<file path="src/rtl/alu_pkg.sv">
// Shared definitions for the iterative ALU: op codes, NZCV bit positions and FSM encoding.
package alu_pkg;

    localparam logic [3:0] ALU_AND  = 4'b0000;
    localparam logic [3:0] ALU_ORR  = 4'b0001;
    localparam logic [3:0] ALU_ADD  = 4'b0010;
    localparam logic [3:0] ALU_MUL  = 4'b0011;
    localparam logic [3:0] ALU_UDIV = 4'b0101;
    localparam logic [3:0] ALU_SUB  = 4'b0110;
    localparam logic [3:0] ALU_MOV  = 4'b0111;
    localparam logic [3:0] ALU_EOR  = 4'b1000;
    localparam logic [3:0] ALU_ASR  = 4'b1001;
    localparam logic [3:0] ALU_LSR  = 4'b1010;
    localparam logic [3:0] ALU_LSL  = 4'b1011;
    localparam logic [3:0] ALU_NOR  = 4'b1100;

    localparam int FLAG_N = 3;
    localparam int FLAG_Z = 2;
    localparam int FLAG_C = 1;
    localparam int FLAG_V = 0;

    localparam logic [1:0] IDLE = 2'd0;
    localparam logic [1:0] BUSY = 2'd1;
    localparam logic [1:0] DONE = 2'd2;

    function automatic logic [3:0] make_flags(input logic n, input logic z,
                                              input logic c, input logic v);
        logic [3:0] f;
        f         = '0;
        f[FLAG_N] = n;
        f[FLAG_Z] = z;
        f[FLAG_C] = c;
        f[FLAG_V] = v;
        return f;
    endfunction

endpackage

</file>
<file path="src/rtl/alu_iter_if.sv">
// Request/response bundle between the execute stage and alu_iter.
interface alu_iter_if #(
    parameter int WIDTH = 64,
    parameter int SHW   = $clog2(WIDTH)
);
    logic             in_valid;
    logic             in_ready;
    logic [3:0]       op;
    logic             setflags;
    logic [WIDTH-1:0] reg1_i;
    logic [WIDTH-1:0] reg2_i;
    logic [SHW-1:0]   shamt;
    logic             out_valid;
    logic             out_ready;
    logic [WIDTH-1:0] result;
    logic [3:0]       flags;
    logic             busy;

    modport master (
        output in_valid, op, setflags, reg1_i, reg2_i, shamt, out_ready,
        input  in_ready, out_valid, result, flags, busy
    );

    modport slave (
        input  in_valid, op, setflags, reg1_i, reg2_i, shamt, out_ready,
        output in_ready, out_valid, result, flags, busy
    );
endinterface

</file>
<file path="src/rtl/alu_muldiv_iter.sv">
// Shared shift-add multiplier / restoring divider, one bit per cycle for WIDTH cycles.
// The divider path is only built when ALU_ITER_DIV_EN is defined.
module alu_muldiv_iter #(
    parameter int WIDTH = 64
) (
    input  logic             clk,
    input  logic             rst,
    input  logic             start_i,
`ifdef ALU_ITER_DIV_EN
    input  logic             is_div_i,
`endif
    input  logic [WIDTH-1:0] a_i,
    input  logic [WIDTH-1:0] b_i,
    output logic             done_o,
    output logic [WIDTH-1:0] result_o
);
    localparam int CW = $clog2(WIDTH);

    // mul: acc = partial product, a = shifted multiplicand, b = shifted multiplier
    // div: acc = remainder, a = dividend bits out / quotient bits in, b = divisor
    logic [WIDTH-1:0] acc_q, acc_d, a_q, a_d, b_q, b_d;
    logic [WIDTH-1:0] step_acc, step_a, step_b;
    logic [CW-1:0]    cnt_q, cnt_d;
    logic             run_q, run_d;
`ifdef ALU_ITER_DIV_EN
    logic             div_q, div_d;
    logic [WIDTH:0]   rem_sh, diff;
`endif

    // NOTE: every always_comb output gets a default first so no path can infer a latch.
    always_comb begin
        step_acc = acc_q + (b_q[0] ? a_q : '0);
        step_a   = a_q << 1;
        step_b   = b_q >> 1;
`ifdef ALU_ITER_DIV_EN
        rem_sh = {acc_q, a_q[WIDTH-1]};
        diff   = rem_sh - {1'b0, b_q};
        if (div_q) begin
            step_acc = diff[WIDTH] ? rem_sh[WIDTH-1:0] : diff[WIDTH-1:0];
            step_a   = {a_q[WIDTH-2:0], ~diff[WIDTH]};
            step_b   = b_q;
        end
`endif
    end

    always_comb begin
        acc_d = acc_q;
        a_d   = a_q;
        b_d   = b_q;
        cnt_d = cnt_q;
        run_d = run_q;
`ifdef ALU_ITER_DIV_EN
        div_d = div_q;
`endif
        if (start_i) begin
            acc_d = '0;
            a_d   = a_i;
            b_d   = b_i;
            cnt_d = '0;
            run_d = 1'b1;
`ifdef ALU_ITER_DIV_EN
            div_d = is_div_i;
`endif
        end else if (run_q) begin
            acc_d = step_acc;
            a_d   = step_a;
            b_d   = step_b;
            cnt_d = cnt_q + 1'b1;
            if (cnt_q == CW'(WIDTH - 1)) run_d = 1'b0;
        end
    end

    // NOTE: sequential state uses non-blocking assignments so every register samples pre-edge values.
    always_ff @(posedge clk) begin
        if (rst) begin
            run_q <= 1'b0;
            cnt_q <= '0;
        end else begin
            run_q <= run_d;
            cnt_q <= cnt_d;
        end
    end

    // NOTE: datapath registers carry no reset; they are always loaded by start_i before use.
    always_ff @(posedge clk) begin
        acc_q <= acc_d;
        a_q   <= a_d;
        b_q   <= b_d;
`ifdef ALU_ITER_DIV_EN
        div_q <= div_d;
`endif
    end

    // The final step's value is exposed combinationally so the caller registers it on the DONE edge.
    assign done_o = run_q && (cnt_q == CW'(WIDTH - 1));
`ifdef ALU_ITER_DIV_EN
    assign result_o = div_q ? step_a : step_acc;
`else
    assign result_o = step_acc;
`endif

endmodule

</file>
<file path="src/rtl/alu_iter.sv">
// Handshaked ARMv8 execute-stage ALU: single-cycle logic/arith/shift ops, iterative MUL,
// and an iterative UDIV that is only built when ALU_ITER_DIV_EN is defined.
module alu_iter
    import alu_pkg::*;
#(
    parameter int         WIDTH      = 64,
    parameter int         SHW        = $clog2(WIDTH),
    parameter logic [3:0] FLAG_RESET = 4'b0000
) (
    input logic       clk,
    input logic       rst,
    alu_iter_if.slave bus
);
    logic [1:0]       state_q, state_d;
    logic [WIDTH-1:0] result_q, result_d;
    logic [3:0]       flags_q, flags_d;
    logic             setflags_q, setflags_d;

    logic [WIDTH-1:0] a, b, b_eff, sum, sc_res, md_res;
    logic [SHW-1:0]   shamt;
    logic             accept, multi, sub, carry, sc_c, sc_v, md_start, md_done;

    assign a     = bus.reg1_i;
    assign b     = bus.reg2_i;
    assign shamt = bus.shamt;

    assign bus.in_ready = (state_q == IDLE) | ((state_q == DONE) & bus.out_ready);
    assign accept       = bus.in_valid & bus.in_ready;

    // UDIV by zero stays on the single-cycle path and returns 0.
`ifdef ALU_ITER_DIV_EN
    assign multi = (bus.op == ALU_MUL) | ((bus.op == ALU_UDIV) & (b != '0));
`else
    assign multi = (bus.op == ALU_MUL);
`endif
    assign md_start = accept & multi;

    // SUB is A + ~B + 1, so ADD and SUB share one adder and one overflow rule.
    assign sub            = (bus.op == ALU_SUB);
    assign b_eff          = sub ? ~b : b;
    assign {carry, sum}   = {1'b0, a} + {1'b0, b_eff} + {{WIDTH{1'b0}}, sub};

    always_comb begin
        sc_res = '0;
        sc_c   = 1'b0;
        sc_v   = 1'b0;
        case (bus.op)
            ALU_AND: sc_res = a & b;
            ALU_ORR: sc_res = a | b;
            ALU_EOR: sc_res = a ^ b;
            ALU_NOR: sc_res = ~(a | b);
            ALU_MOV: sc_res = b;
            ALU_ADD, ALU_SUB: begin
                sc_res = sum;
                sc_c   = carry;
                sc_v   = (a[WIDTH-1] == b_eff[WIDTH-1]) & (sum[WIDTH-1] != a[WIDTH-1]);
            end
            ALU_LSL: sc_res = a << shamt;
            ALU_LSR: sc_res = a >> shamt;
            ALU_ASR: sc_res = $signed(a) >>> shamt;
            default: sc_res = '0;
        endcase
    end

    alu_muldiv_iter #(.WIDTH(WIDTH)) u_muldiv (
        .clk      (clk),
        .rst      (rst),
        .start_i  (md_start),
`ifdef ALU_ITER_DIV_EN
        .is_div_i (bus.op == ALU_UDIV),
`endif
        .a_i      (a),
        .b_i      (b),
        .done_o   (md_done),
        .result_o (md_res)
    );

    always_comb begin
        state_d    = state_q;
        result_d   = result_q;
        flags_d    = flags_q;
        setflags_d = setflags_q;
        case (state_q)
            IDLE, DONE: begin
                if (state_q == DONE && bus.out_ready) state_d = IDLE;
                if (accept) begin
                    setflags_d = bus.setflags;
                    if (multi) begin
                        state_d = BUSY;
                    end else begin
                        state_d  = DONE;
                        result_d = sc_res;
                        if (bus.setflags)
                            flags_d = make_flags(sc_res[WIDTH-1], sc_res == '0, sc_c, sc_v);
                    end
                end
            end
            BUSY: begin
                if (md_done) begin
                    state_d  = DONE;
                    result_d = md_res;
                    if (setflags_q)
                        flags_d = make_flags(md_res[WIDTH-1], md_res == '0, 1'b0, 1'b0);
                end
            end
            default: state_d = IDLE;
        endcase
    end

    always_ff @(posedge clk) begin
        if (rst) begin
            state_q    <= IDLE;
            result_q   <= '0;
            flags_q    <= FLAG_RESET;
            setflags_q <= 1'b0;
        end else begin
            state_q    <= state_d;
            result_q   <= result_d;
            flags_q    <= flags_d;
            setflags_q <= setflags_d;
        end
    end

    assign bus.out_valid = (state_q == DONE);
    assign bus.busy      = (state_q == BUSY);
    assign bus.result    = result_q;
    assign bus.flags     = flags_q;

endmodule

</file>
<file path="src/flat_wrapper.sv">
// flat-port wrapper written by rule: the top's interface ports become plain ports
module alu_iter_flat import alu_pkg::*;
#(
    parameter int         WIDTH      = 64,
    parameter int         SHW        = $clog2(WIDTH),
    parameter logic [3:0] FLAG_RESET = 4'b0000
)
  (clk, rst, bus_in_valid, bus_op, bus_setflags, bus_reg1_i, bus_reg2_i, bus_shamt, bus_out_ready, bus_in_ready, bus_out_valid, bus_result, bus_flags, bus_busy);
  alu_iter_if #(.WIDTH(WIDTH), .SHW(SHW)) bus_i ();
  input logic clk;
  input logic rst;
  input wire logic [$bits(bus_i.in_valid)-1:0] bus_in_valid;
  input wire logic [$bits(bus_i.op)-1:0] bus_op;
  input wire logic [$bits(bus_i.setflags)-1:0] bus_setflags;
  input wire logic [$bits(bus_i.reg1_i)-1:0] bus_reg1_i;
  input wire logic [$bits(bus_i.reg2_i)-1:0] bus_reg2_i;
  input wire logic [$bits(bus_i.shamt)-1:0] bus_shamt;
  input wire logic [$bits(bus_i.out_ready)-1:0] bus_out_ready;
  output wire logic [$bits(bus_i.in_ready)-1:0] bus_in_ready;
  output wire logic [$bits(bus_i.out_valid)-1:0] bus_out_valid;
  output wire logic [$bits(bus_i.result)-1:0] bus_result;
  output wire logic [$bits(bus_i.flags)-1:0] bus_flags;
  output wire logic [$bits(bus_i.busy)-1:0] bus_busy;
  assign bus_i.in_valid = bus_in_valid;
  assign bus_i.op = bus_op;
  assign bus_i.setflags = bus_setflags;
  assign bus_i.reg1_i = bus_reg1_i;
  assign bus_i.reg2_i = bus_reg2_i;
  assign bus_i.shamt = bus_shamt;
  assign bus_i.out_ready = bus_out_ready;
  assign bus_in_ready = bus_i.in_ready;
  assign bus_out_valid = bus_i.out_valid;
  assign bus_result = bus_i.result;
  assign bus_flags = bus_i.flags;
  assign bus_busy = bus_i.busy;
  alu_iter #(.WIDTH(WIDTH), .SHW(SHW), .FLAG_RESET(FLAG_RESET)) u_core (.clk(clk), .rst(rst), .bus(bus_i));
endmodule
</file>
<file path="config.mk">
export PLATFORM = sky130hd
export DESIGN_NAME = alu_iter_flat
export DESIGN_NICKNAME = d
export VERILOG_FILES = /design/src/rtl/alu_pkg.sv /design/src/rtl/alu_iter_if.sv /design/src/rtl/alu_muldiv_iter.sv /design/src/rtl/alu_iter.sv /design/src/flat_wrapper.sv
export SDC_FILE = /design/constraint.sdc
export NUM_CORES = 2
export LEC_CHECK = 0
export ABC_AREA = 1
export ABC_CLOCK_PERIOD_IN_PS = 5650
export BUFFER_PORTS_ARGS = -buffer_cell sky130_fd_sc_hd__buf_2
export CAP_MARGIN = 10
export CORE_ASPECT_RATIO = 0.5
export CORE_UTILIZATION = 30
export DETAILED_ROUTE_END_ITERATION = 6
export SLEW_MARGIN = 0
export SYNTH_ARGS = -nofsm -noshare
export SYNTH_HDL_FRONTEND = slang
export SYNTH_HIERARCHICAL = 1
export SYNTH_SLANG_ARGS = --single-unit
export TNS_END_PERCENT = 30
</file>
<file path="constraint.sdc">
create_clock -name clk -period 5.65 [get_ports clk]
set_clock_uncertainty 0.2 [all_clocks]
set_input_delay 0.2825 -clock clk [delete_from_list [all_inputs] [get_ports clk]]
set_output_delay 0.2825 -clock clk [all_outputs]
set_load 0.005 [all_outputs]
</file>
==> results.md <==
Timing:
- Setup repair after global routing left no endpoint under its margin.
- Setup violations remaining at the end of the flow were counted as 0.
- Static timing analysis puts the maximum clock frequency at 208 MHz.
- The number of hold violations in the final report was 0.
- After layout, the worst path uses 85.0% of the clock period.
- The remaining max-slew budget at the tightest pin is 18.3%.
- The minimum period implied by the final worst setup slack is 4800 ps.
- The number of pins with negative max-slew slack in the final report is 0.
- Adding up every negative setup slack in the final design gives 0 ps.
- The actual slew at the worst max-slew pin is 1220 ps.

Drt:
- Across all layers, the routed design uses 46,852 vias.
- The detailed router finished its first iteration with 7,859 violations.
- The wire length per cell after detailed routing is 25.8 um.
- The aggregate routed wire length is 220,000 um.
- The number of routed nets with antenna violations is 0.
- Dividing the detail-routed via count by the number of cells gives 5.49.
- The post-detailed-route DRC marker count is 8.
- The first TritonRoute pass finished after 7 iterations.

Clock network:
- The TritonCTS clock tree is yes.
- The root buffer cell is clkbuf_16.
- The maximum count of clock buffers along a single path is 3.
- For this design, the sink count on the clock tree is 270.
- The number of hold buffers added after CTS was 85.
- CTS built an H-tree with a depth of 1.
- In this run, CTS created clock tree buffers numbering 31.
- Post-CTS repair changed the size of 0 cells.
- For the worst-skew pair, the clock arrives at the later sink with an insertion delay of 720 ps.
- After clock tree synthesis, the clock-pin slew on the worst setup and hold paths is 80 ps.
- The number of buffers inserted to repair setup after CTS is 0.

Layout:
- The post-route netlist has 7.23% of its cells at a drive strength greater than 1.
- Once layout is complete, the cells apart from fillers number 8,539.
- For this run, the post-layout net count is 7,265.
- The finished cells cover 0.0420 mm^2.
- The area added between synthesis and finish is 12.7%.

Place:
- The number of placed instances, taps included, is 8,388.
- The number of buffers added on ports is 213.
- The last weighted congestion value of the routability-driven placer is 1.13.
- The wire-length estimate of the detail-placed layout is 176,000 um.
- The placed standard-cell area is 0.0400 mm^2.

GRT:
- The number of antenna violations at the first check in global routing came to 21.
- The leftover overflow at the end of global routing is 0.
- The overall global routing resource usage is 33.8%.
- The number of global-route vias before repair came to 41,579.
- The largest net degree at the start of global routing is 132.
- The wire length of the first global-routing pass is 307,000 um.

Outcome:
- The final reports fail on DRC.
- The flow ran to the end, but the final reports show violations.

Yosys:
- The biggest area contributor in the post-synthesis netlist is nand2_1.
- Sequential elements use 18.0% of the synthesized area.
- The share of synthesized registers carrying an async set or reset is 0%.
- The net count after synthesis is 7,120.
- In the synthesized netlist the dominant register cell turns out to be dfxtp_1.
- Sorting the synthesized cells by how often they occur yields nand2_1, nand3_1, inv_1.
- Summed over its instances, the top area cell type makes up 25.8% of the synthesized netlist area.
- The mean cell area of the mapped netlist is 5.56 um^2.
- The total of flip-flops plus latches after synthesis is 270.
- Synthesis handed over a netlist of 6,705 instances.
- The number of enable flip-flop cells after synthesis is 128.
- Yosys mapped the design onto 60 distinct sky130hd cell types.
- Yosys instantiated no cell more often than nand2_1.
- After synthesis the cells add up to 0.0372 mm^2.
- For this run, the number of Yosys warnings is 6.
- After synthesis, the cell types taking the most area are nand2_1, nand3_1, edfxtp_1.

Critical path:
- The delay contributed by the slowest stage of the critical path is 710 ps.
- The endpoint type of the worst setup path is a register.
- The signal on the critical path passes through buf_2, nor2_1, nand2_4, buf_4, xor2_1, ha_1, nand2_1, inv_1, a21oi_1, nand2_1, nand2_1, nand2_1, inv_1, nand2_1, o21ai_0, nand3_1, nor2_1, nand2_1, nor2_1, nand3_1, nor2_1, nand2_1, a21oi_1.
- Data arrives at the worst endpoint at 5230 ps.
- The internal reg-to-reg setup slack is 1120 ps.
- The required time at the worst-slack endpoint is 6080 ps.
- The cell with the largest stage delay on the worst path is o21ai_0.
- The cell type with the highest occurrence count on the critical path is nand2_1.
- In this run the worst path has a maximum fanout of 31.
- The worst setup path is launched from a primary input.
- The worst setup path category is primary input to register.

Power:
- The analysis attributes to cell leakage a power of 22.3 nW.
- The total power per unit cell area is 214 mW/mm^2.
- Across the VDD grid, the largest voltage drop is 0.000177 V.
- The power after layout is 0.00899 W.

Die:
- The horizontal extent of the die is 500 um.
- 214 I/O pins were placed.
- The floorplan has 90 rows.
- The area of the core is 0.122 mm^2.
- The die covers 0.126 mm^2.
- In this run the vertical extent of the chip is 251 um.
- For this configuration, the core starts out at a cell density of 30.6%.

Hold path:
- The worst hold path belongs to the class primary input to register.

Flow run:
- The tool flagged a number of max-cap violations equal to 0.
==> worst paths after layout <==
path	start	endpoint	depth (start not counted)
setup / recovery	bus_op[3]	u_core/bus.flags[2]	23
hold / removal	rst	u_core/bus.result[13]	2
setup reg to reg	u_core/u_muldiv/b_q[0]	u_core/bus.flags[2]	20
hold reg to reg	u_core/u_muldiv/acc_q[62]	u_core/u_muldiv/acc_q[62]	2
==> registers in the layout, indices dropped and copies added (netlist names) <==
signal                 flops
u_core/setflags_q          1
u_core/state_q             2
u_core/bus.result         64
u_core/bus.flags           4
u_core/u_muldiv/cnt_q      6
u_core/u_muldiv/acc_q     64
u_core/u_muldiv/a_q       64
u_core/u_muldiv/run_q      1
u_core/u_muldiv/b_q       64
==> cell usage in the layout (no fill, tap or decap), types with 78 or more instances in the layout <==
master and count:
nand2_1 2559, nand3_1 987, inv_1 805, nor2_1 458, a21oi_1 283, ha_1 270
buf_2 209, o21ai_0 177, dfxtp_1 142, edfxtp_1 128, dlygate4sd3_1 85, buf_4 83
xor2_1 78
==> routing by layer <==
metal  GRT usage [%]  wire (um)
met1            47.4      94900
met2            47.5      85400
met3            9.03      27800
met4            15.5      12100
met5               0        108
==> kinds of logic after synthesis <==
group,share of synthesized area (%)
AND/OR/NAND/NOR,49.2
AO/OA/AOI/OAI,9.55
buffers and inverters,11.9
XOR/XNOR,2.25
adder cells (fa/ha/maj),9.18
flip-flops,18.0
==> area by class of cell <==
class,count,area (um^2)
tap,1656,2070
timing repair buffer,389,2760
fill,14058,79900
sequential,270,6690
antenna,8,20.0
clock buffer,41,895
inverter,835,3160
clock inverter,17,159
multi-input combinational,5323,26200
==> worst max-delay path, delay by kind of cell <==
kind,cells,cell delay [ps]
buf+inv,4,620
simple gates,14,2650
xor+xnor,1,160
compound gates,3,1060
fa+ha+maj,1,390
==> stage by stage <==
stage          setup WS (ps)  hold WS (ps)  utilization, %
2_1_floorplan           1350           225               -
6_report                 850          39.3            34.4
4_1_cts                 1190          1.16            34.4
5_1_grt                  698          13.4            34.4
3_3_place_gp             439           245            32.9
3_5_place_dp             476           247            32.9
==> where the power goes <==
group	switching [W]	internal, W
Clock	0.00106	0.00118
Sequential	0.000114	0.00224
Combinational	0.00317	0.00122
No activity file was read; power rests on OpenSTA's default activity.
